File: config.mk
export PLATFORM = sky130hd
export DESIGN_NAME = st_ctrl_unit
export DESIGN_NICKNAME = d
export VERILOG_FILES = /design/src/rtl/ctrl_pkg.sv /design/src/rtl/mem_wait_timer.sv /design/src/rtl/st_ctrl_unit.sv
export SDC_FILE = /design/constraint.sdc
export NUM_CORES = 1
export LEC_CHECK = 0
export ABC_AREA = 0
export ABC_CLOCK_PERIOD_IN_PS = 2200
export BUFFER_PORTS_ARGS = -buffer_cell sky130_fd_sc_hd__buf_2
export CELL_PAD_IN_SITES_DETAIL_PLACEMENT = 1
export CELL_PAD_IN_SITES_GLOBAL_PLACEMENT = 2
export CORE_UTILIZATION = 26
export CTS_CLUSTER_DIAMETER = 50
export DETAILED_ROUTE_END_ITERATION = 10
export PLACE_DENSITY = 0.75
export REMOVE_ABC_BUFFERS = 1
export SETUP_SLACK_MARGIN = 0.3
export SLEW_MARGIN = 25
export SYNTH_ARGS = -nofsm -noshare
export SYNTH_HDL_FRONTEND = slang
export SYNTH_HIERARCHICAL = 1
export SYNTH_SLANG_ARGS = --single-unit
File: constraint.sdc
create_clock -name Clock -period 2.2 [get_ports Clock]
set_input_delay 0.44 -clock Clock [delete_from_list [all_inputs] [get_ports Clock]]
set_output_delay 0.44 -clock Clock [all_outputs]
set_load 0.1 [all_outputs]
File: src/rtl/ctrl_pkg.sv
// Shared definitions for the hardwired control sequencers (ld / ldi / st).
// Holds the sequencer state encoding, the IR opcode values and the ALU
// operation codes so every sequencer decodes the same numbers.
package ctrl_pkg;

  // Sequencer states, 6-bit encoding: IDLE=0, T0=1 .. T7=8.
  typedef enum logic [5:0] {
    S_IDLE = 6'd0,
    S_T0   = 6'd1,
    S_T1   = 6'd2,
    S_T2   = 6'd3,
    S_T3   = 6'd4,
    S_T4   = 6'd5,
    S_T5   = 6'd6,
    S_T6   = 6'd7,
    S_T7   = 6'd8
  } state_t;

  // IR[31:27] opcode values.
  localparam logic [4:0] OPC_LD  = 5'b00000;
  localparam logic [4:0] OPC_LDI = 5'b00001;
  localparam logic [4:0] OPC_ST  = 5'b00010;

  // ALU operation select codes.
  localparam logic [4:0] ALU_NOP = 5'b00000;
  localparam logic [4:0] ALU_ADD = 5'b00100;

  // States in which the sequencer waits on the memory handshake.
  function automatic logic is_mem_wait_state(input state_t s);
    return (s == S_T0) || (s == S_T7);
  endfunction

endpackage

File: src/rtl/mem_wait_timer.sv
// Memory wait timer: counts cycles spent waiting on mem_ready.
// Ports:
//   i_clk     - clock, rising edge
//   i_rst     - synchronous active-high reset
//   i_clr     - clear the count (held while outside a wait state, so the
//               count is zero on entry to any wait state)
//   i_inc     - one more cycle of waiting (wait state, mem_ready low)
//   o_expired - count has reached WAIT_MAX
module mem_wait_timer #(
  parameter int WAIT_MAX = 15
) (
  input  logic i_clk,
  input  logic i_rst,
  input  logic i_clr,
  input  logic i_inc,
  output logic o_expired
);

  logic [7:0] r_count;
  logic       w_expired;

  assign w_expired = (r_count == 8'(WAIT_MAX));
  assign o_expired = w_expired;

  // Holding at WAIT_MAX keeps the counter from wrapping if the owner is
  // slow to react to the expired flag.
  always_ff @(posedge i_clk) begin
    if (i_rst || i_clr) begin
      r_count <= 8'd0;
    end else if (i_inc && !w_expired) begin
      r_count <= r_count + 8'd1;
    end
  end

endmodule

File: src/rtl/st_ctrl_unit.sv
// Hardwired control sequencer for the store instruction st Ra, C(Rb).
// Fetches the instruction, forms Rb + C via Y/ALU/Z, loads MDR from Ra and
// issues a memory Write.
// Ports:
//   Clock, Clear          - clock and synchronous active-high reset
//   start                 - begin one fetch+store sequence (seen in IDLE only)
//   IR_op                 - IR[31:27] from the datapath
//   mem_ready             - memory finished the current Read/Write this cycle
//   PCout .. ZLowout, OP  - datapath controls, Moore-decoded from state
//   busy                  - sequencer not in IDLE
//   done/illegal/timeout  - one-cycle result pulses in the first IDLE cycle
//   dbg_state             - current state encoding for observation
// Handshakes: start is a request accepted only in IDLE (no ready is
// returned; busy tells the requester it was taken). mem_ready is the
// memory's acknowledge of the Read (T0) or Write (T7) that is held asserted
// until mem_ready is seen high at a rising edge.
module st_ctrl_unit
  import ctrl_pkg::*;
#(
  parameter logic [4:0] ST_OPCODE = OPC_ST,
  parameter logic [4:0] ADD_OP    = ALU_ADD,
  parameter int         WAIT_MAX  = 15
) (
  input  logic       Clock,
  input  logic       Clear,
  input  logic       start,
  input  logic [4:0] IR_op,
  input  logic       mem_ready,
  output logic       PCout,
  output logic       MARin,
  output logic       MDRin,
  output logic       Read,
  output logic       Write,
  output logic       IncPC,
  output logic       MDRout,
  output logic       IRin,
  output logic       Gra,
  output logic       Grb,
  output logic       Rout,
  output logic       BAout,
  output logic       Yin,
  output logic       Cout,
  output logic       ZHighin,
  output logic       ZLowin,
  output logic       ZLowout,
  output logic [4:0] OP,
  output logic       busy,
  output logic       done,
  output logic       illegal,
  output logic       timeout,
  output logic [5:0] dbg_state
);

  state_t r_state;
  logic   r_done;
  logic   r_illegal;
  logic   r_timeout;
  logic   w_in_wait;
  logic   w_expired;

  assign w_in_wait = is_mem_wait_state(r_state);

  mem_wait_timer #(.WAIT_MAX(WAIT_MAX)) u_timer (
    .i_clk     (Clock),
    .i_rst     (Clear),
    .i_clr     (!w_in_wait),
    .i_inc     (w_in_wait && !mem_ready),
    .o_expired (w_expired)
  );

  // Main sequencer. mem_ready is checked before the expired flag so a
  // memory that answers in the last allowed cycle still completes.
  always_ff @(posedge Clock) begin
    if (Clear) begin
      r_state   <= S_IDLE;
      r_done    <= 1'b0;
      r_illegal <= 1'b0;
      r_timeout <= 1'b0;
    end else begin
      r_done    <= 1'b0;
      r_illegal <= 1'b0;
      r_timeout <= 1'b0;
      case (r_state)
        S_IDLE: if (start) r_state <= S_T0;
        S_T0: begin
          if (mem_ready) begin
            r_state <= S_T1;
          end else if (w_expired) begin
            r_state   <= S_IDLE;
            r_timeout <= 1'b1;
          end
        end
        S_T1: r_state <= S_T2;
        S_T2: r_state <= S_T3;
        S_T3: begin
          if (IR_op == ST_OPCODE) begin
            r_state <= S_T4;
          end else begin
            r_state   <= S_IDLE;
            r_illegal <= 1'b1;
          end
        end
        S_T4: r_state <= S_T5;
        S_T5: r_state <= S_T6;
        S_T6: r_state <= S_T7;
        S_T7: begin
          if (mem_ready) begin
            r_state <= S_IDLE;
            r_done  <= 1'b1;
          end else if (w_expired) begin
            r_state   <= S_IDLE;
            r_timeout <= 1'b1;
          end
        end
        default: r_state <= S_IDLE;
      endcase
    end
  end

  // Moore control decode.
  always_comb begin
    PCout   = 1'b0;
    MARin   = 1'b0;
    MDRin   = 1'b0;
    Read    = 1'b0;
    Write   = 1'b0;
    IncPC   = 1'b0;
    MDRout  = 1'b0;
    IRin    = 1'b0;
    Gra     = 1'b0;
    Grb     = 1'b0;
    Rout    = 1'b0;
    BAout   = 1'b0;
    Yin     = 1'b0;
    Cout    = 1'b0;
    ZHighin = 1'b0;
    ZLowin  = 1'b0;
    ZLowout = 1'b0;
    OP      = ALU_NOP;
    case (r_state)
      S_T0: begin
        PCout = 1'b1;
        MARin = 1'b1;
        Read  = 1'b1;
        MDRin = 1'b1;
      end
      S_T1: IncPC = 1'b1;
      S_T2: begin
        MDRout = 1'b1;
        IRin   = 1'b1;
      end
      S_T3: begin
        Grb   = 1'b1;
        BAout = 1'b1;
        Yin   = 1'b1;
      end
      S_T4: begin
        Cout    = 1'b1;
        OP      = ADD_OP;
        ZHighin = 1'b1;
        ZLowin  = 1'b1;
      end
      S_T5: begin
        ZLowout = 1'b1;
        MARin   = 1'b1;
      end
      // Read stays low so MDR loads Ra from the bus, not from memory.
      S_T6: begin
        Gra   = 1'b1;
        Rout  = 1'b1;
        MDRin = 1'b1;
      end
      S_T7: Write = 1'b1;
      default: ;
    endcase
  end

  assign busy      = (r_state != S_IDLE);
  assign done      = r_done;
  assign illegal   = r_illegal;
  assign timeout   = r_timeout;
  assign dbg_state = r_state;

endmodule

==> metrics.md, run 1 <==
| Metric | Value |
|---|---|
| Maxcap violations | `0` |
| Global Route Usage Sum | `0.169` |
| Met2 Use GR | `0.319` |
| Tmin final | `between 2000 and 2500 ps` |
| Met1 usage | `0.186` |
| CTS Buffer Depth | `2` |
| Post-synthesis sequential area ratio | `0.329` |
| Placed insts | `204` |
| M3 GR Usage | `0.0493` |
| Hold Vio Cnt, Final | `0` |
| Die footprint | `4230 um^2` |
| Diodes inserted | `0` |
| Min-Delay Path Class | `input port to register` |
| Clk_skew | `about 4.7 ps` |
| Avg Cell Area, Syn | `8.20 um^2` |
| Critical Path RT | `1760 ps` |
| Buffers and inverters on the worst path | `2` |
| Final Util | `0.473` |
| Nets@finish | `~180` |
| Peak VDD IR | `0.243 mV` |
| Largest net degree at the start of global routing | `13` |
| Vias post-DR | `1,086` |
| Critical Path Source Type | `register` |
| Crit share post-route | `0.979` |
| Area grow syn2layout | `71.3%` |
| Status | `complete, no violations` |
| Final Non-Filler Cells | `219` |
| Ys Warns | `6` |
| Slew HR | `0.601` |
| # setup viols final | `0` |
| Seq cells post-synth | `17` |
| Fmax achieved | `464 MHz` |
| CP peak stage delay | `a little under 600 ps` |
| Fillcell total | `between 400 and 500` |
| Worst skew pair latency | `about 250 ps` |
| H-Tree Depth | `1` |
| Final instance area | `1770 um^2` |
| CP max stage cell | `or4b_4` |
| Netlist cell types | `40` |
| Pre-antenna DRT Iters | `4` |
| Dominant cells by area after synthesis | `dfxtp_1, buf_4, nor2_1` |
| DRT Wirelength | `around 3200 um` |
| Die W | `approximately 65 um` |
| Vias per inst | `4.96` |
| Layout cell share with drive strength beyond 1 | `0.538` |
| DRT antenna net count | `0` |
| CTS buffer count | `3` |
| Root Buffer | `clkbuf_8` |
| Vias in the first global route | `about 1.2k` |
| Num Clock Sinks | `17` |
| Unrepaired setup endpoints after global routing | `true` |
| Final slew viol count | `0` |
| CTS tree | `done` |
| Layer with the highest usage | `met2` |
| DP Wirelength | `2300 um` |
| CP top delay family | `simple AND/OR/NAND/NOR gates` |
| Die H | `65.0 um` |
| Synth Instances | `126` |
| Crit path DAT | `1710 ps` |
| Worst-path clk slew | `70 ps` |
| Worst setup path category | `register to output port` |
| CTS Hold Buffers Added | `0` |
| Share of the synthesized area in the top cell type | `0.329` |
| Leak | `~0.66 nW` |
| First-pass GRT wire length | `roughly 5600 um` |
| Post-route DRC | `0` |
| Largest fanout on the critical path | `5` |
| Footprint of the multi-input gates | `681 um^2` |
| Port Buffer Count | `36` |
| Setup TNS | `0 ps` |
| Worst-Margin Slew | `589 ps` |
| IO Pins | `41` |
| Core area | `3740 um^2` |
| Avg WL per Cell | `about 15 um` |
| CP Cell Sequence | `or4b_4, or2_4, inv_4, buf_12` |
| DRT iter0 DRCs | `26` |
| Initial antenna violation count | `0` |
| Synthesized cell area | `1030 um^2` |
| Initial Utilization | `0.276` |
| PD cells | `roughly 360 nW/um^2` |
| Placer congestion estimate | `0.737` |
| Crit. End Element | `output port` |
| Area after DPL | `1500 um^2` |
| Synth area leader | `dfxtp_1` |
| Grt total ovfl | `0` |
| FF/Latch Area | `354 um^2` |
| Site Rows | `22` |
==> cell type report <==
cell class                      count  area share
Clock buffer                        3      0.0233
Clock inverter                      1     0.00283
Inverter                            2     0.00565
Multi-Input combinational cell     94       0.384
Sequential cell                    17       0.200
Tap cell                           48      0.0339
Timing Repair Buffer               54       0.350
==> metrics by stage <==
stage,total power [mW],setup WS (ps),hold slack (ps)
after floorplan,0.385,-4890,471
after detailed placement,0.405,124,511
after global placement,0.404,161,490
final,0.643,46.4,459
after global routing,0.676,2.41,459
after CTS,0.649,24.9,434
==> power by group <==
part	total (mW)	internal, mW	switching (mW)
combinational	0.101	0.0258	0.0749
clock	0.232	0.125	0.106
sequential	0.310	0.307	0.00335
total	0.643	0.458	0.184
==> cell families (layout without fill, tap and decap cells) <==
group | Yosys count | count (layout) | share of synthesized area
AND/OR/NAND/NOR | 62 | 62 | 0.354
AO/OA/AOI/OAI | 20 | 20 | 0.131
buffers and inverters | 20 | 60 | 0.123
flip-flops | 17 | 17 | 0.329
multiplexers | 4 | 4 | 0.0387
adder cells (fa/ha/maj) | 1 | 1 | 0.0121
other | 1 | 6 | 0.00363
XOR/XNOR | 1 | 1 | 0.00848
==> worst paths after layout <==
check,from,end,slack [ps],cells after the start
worst min-delay path,mem_ready,timeout,460,2
worst max-delay path,dbg_state[5],Gra,50,4
worst min register to register,u_timer/r_count[1],u_timer/r_count[1],520,2
worst max register to register,dbg_state[3],dbg_state[0],280,5
==> state kept, by name, summed over array words and instances, names as in the netlist <==
register,cells
u_timer/r_count,8
done,1
timeout,1
illegal,1
dbg_state,6
==> metal layers <==
layer / vias up / routed length (um)
met5: - / 0
met4: 0 / 8
met3: 2 / 200
met2: 33 / 1730
met1: 530 / 1280
li1: 521 / -
==> cells in the mapped netlist, drive strengths merged <==
master and number:
o311ai 1, or4 3, a21oi 8, mux2i 4
a21boi 1, and2 2, nor2 13, nor4 2
nand2b 2, conb 1, nand3 7, or2b 1
nand2 7, or2 5, inv 2, o21ba 1
buf 17, or4b 2, nand4 4, and4b 1
nor4b 1, a211oi 3, o31ai 3, and3b 1
nor3b 3, clkbuf 1, or3 4, nor3 4
ha 1, xor2 1, o21ai 3, dfxtp 17
==> timing repair <==
action | 4_1_cts | 5_1_grt
setup buffers | 7 | 4
endpoints found under the setup margin | 22 | 23
gates resized for setup | 35 | 9
pin swaps | 9 | 7
==> cell usage in the layout (no fill, tap or decap), types with 3 or more instances in the layout <==
| cell | instances |
|---|---|
| nor3b_1 | 3 |
| nor2_4 | 5 |
| buf_4 | 14 |
| o31ai_1 | 3 |
| or4_4 | 3 |
| buf_6 | 3 |
| mux2i_1 | 4 |
| buf_12 | 19 |
| nand2_1 | 6 |
| a21oi_1 | 5 |
| dfxtp_1 | 12 |
| nor3_1 | 4 |
| nand4_1 | 4 |
| or3_1 | 3 |
| conb_1 | 6 |
| nand3_1 | 5 |
| or2_4 | 3 |
| clkbuf_8 | 3 |
| nor2_1 | 6 |
| buf_2 | 17 |
| dfxtp_4 | 3 |
Note: power is estimated with default switching activity, not from simulation.
==> run 2: changes to the inputs <==
- BUFFER_PORTS_ARGS: -buffer_cell sky130_fd_sc_hd__buf_2 -> -buffer_cell sky130_fd_sc_hd__buf_4
- PLACE_DENSITY: 0.75 -> 0.82
==> metrics.md, run 2 (synthesized netlist as in run 1, its figures left out) <==
| Metric | Value |
|---|---|
| Site Rows | `22` |
| Vias per inst | `4.93` |
| Critical Path Source Type | `register` |
| Crit. End Element | `output port` |
| Commonest cells after routing, fill and taps aside | `buf_4, buf_12, dfxtp_1` |
| Initial Utilization | `0.276` |
| Vias post-DR | `1,061` |
| IO Pins | `41` |
| Maxcap violations | `0` |
| DRT antenna net count | `0` |
| Vias in the first global route | `roughly 1.1k` |
| Clk_skew | `2.93 ps` |
| Min-Delay Path Class | `input port to register` |
| Core area | `3740 um^2` |
| Placement Setup Slack | `between 150 and 200 ps` |
| Num Clock Sinks | `17` |
| DP Wirelength | `around 2200 um` |
| Status | `complete, no violations` |
| Unrepaired setup endpoints after global routing | `true` |
| Biggest register | `u_timer/r_count` |
| Most common cell after layout, fill and taps aside | `buf_4` |
| Critical Path RT | `1760 ps` |
| Final Util | `0.472` |
| DRT iter0 DRCs | `44` |
| Final slew viol count | `0` |
| Largest net degree at the start of global routing | `13` |
| H-Tree Depth | `1` |
| Worst-Margin Slew | `538 ps` |
| Leak | `0.647 nW` |
| Root Buffer | `clkbuf_8` |
| Avg WL per Cell | `15.7 um` |
| Worst setup path category | `register to output port` |
| Worst-path clk slew | `around 70 ps` |
| Setup TNS | `0 ps` |
| Crit share post-route | `0.984` |
| Max reg flops | `8` |
| Setup ws final | `around 35 ps` |
| Port Buffer Count | `36` |
| Worst skew pair latency | `250 ps` |
| Largest fanout on the critical path | `5` |
| Final Non-Filler Cells | `roughly 220` |
| CP peak stage delay | `600 ps` |
| Initial antenna violation count | `0` |
| PD cells | `370 nW/um^2` |
| Placed insts | `200` |
| CP Cell Sequence | `or4b_4, or2_4, inv_4, buf_12` |
| CP max stage cell | `or4b_4` |
| First-pass GRT wire length | `5400 um` |
| # setup viols final | `0` |
| Layout cell share with drive strength beyond 1 | `0.533` |
| Crit path DAT | `1720 ps` |
| Nets@finish | `178` |
| Diodes inserted | `0` |
| CTS tree | `done` |
| Area grow syn2layout | `70.8%` |
| Slew HR | `0.636` |
| Fmax achieved | `462 MHz` |
| Hold Vio Cnt, Final | `0` |
| Die footprint | `4230 um^2` |
| CTS buffer count | `3` |
| Final instance area | `1770 um^2` |
| Pre-antenna DRT Iters | `3` |
| Area after DPL | `1280 um^2` |
| Placer congestion estimate | `0.809` |
| Grt total ovfl | `0` |
| Post-route DRC | `0` |
| Tmin final | `2160 ps` |
| DRT Wirelength | `3370 um` |
| CTS Buffer Depth | `2` |
| Peak VDD IR | `0.241 mV` |
| Die W | `65.0 um` |
| Global Route Usage Sum | `0.168` |
| Die H | `roughly 65 um` |
[run 2: cell count changes in the layout (fill, tap and decap cells not counted), sizes merged]
cell  previous run  this run
buf             54        50
[run 2: worst max-delay path: cells and delay by family (launching register included)]
| family | cells | cell delay [ps] |
|---|---|---|
| simple gates | 2 | 880 |
| flops | 1 | 350 |
| buf+inv | 2 | 250 |
[run 2: layer usage]
metal,global-route usage,part of all wire
met1,0.177,0.38
met3,0.0493,0.060
met5,0,0
met2,0.319,0.53
met4,0.0435,0.021
[run 2: repair_timing]
action	CTS	global route
resized for setup	73	18
pin swaps	6	4
cloned	0	0
setup endpoints to repair	22	24
hold buffers	0	0
endpoints found under the hold margin	0	0
setup buffers	5	6
[run 2: layout make-up]
type                            count  area [um^2]
Inverter                            2         10.0
Timing Repair Buffer               50          602
Multi-Input combinational cell     94          684
Fill cell                         439         1980
Tap cell                           48         60.1
Clock inverter                      1         5.00
Clock buffer                        3         41.3
Sequential cell                    17          363
[run 2: through the flow]
step,power [mW],hold slack (ps)
6_report,0.653,421
3_3_place_gp,0.408,486
2_1_floorplan,0.385,471
4_1_cts,0.660,413
3_5_place_dp,0.409,512
5_1_grt,0.686,415
[run 2: final timing paths]
kind,startpoint,endpoint,slack (ps),cells after the start
worst min-delay path,mem_ready,timeout,420,2
worst min register to register,u_timer/r_count[6],u_timer/r_count[6],520,2
worst max register to register,dbg_state[5],u_timer/r_count[7],260,8
worst max-delay path,dbg_state[3],Gra,40,4
[run 2: power by group]
part / leakage (nW) / total (mW) / switching [mW] / internal (mW)
Combinational: 0.480 / 0.110 / 0.0774 / 0.0327
Sequential: 0.142 / 0.307 / 0.00280 / 0.304
Clock: 0.0255 / 0.236 / 0.111 / 0.126
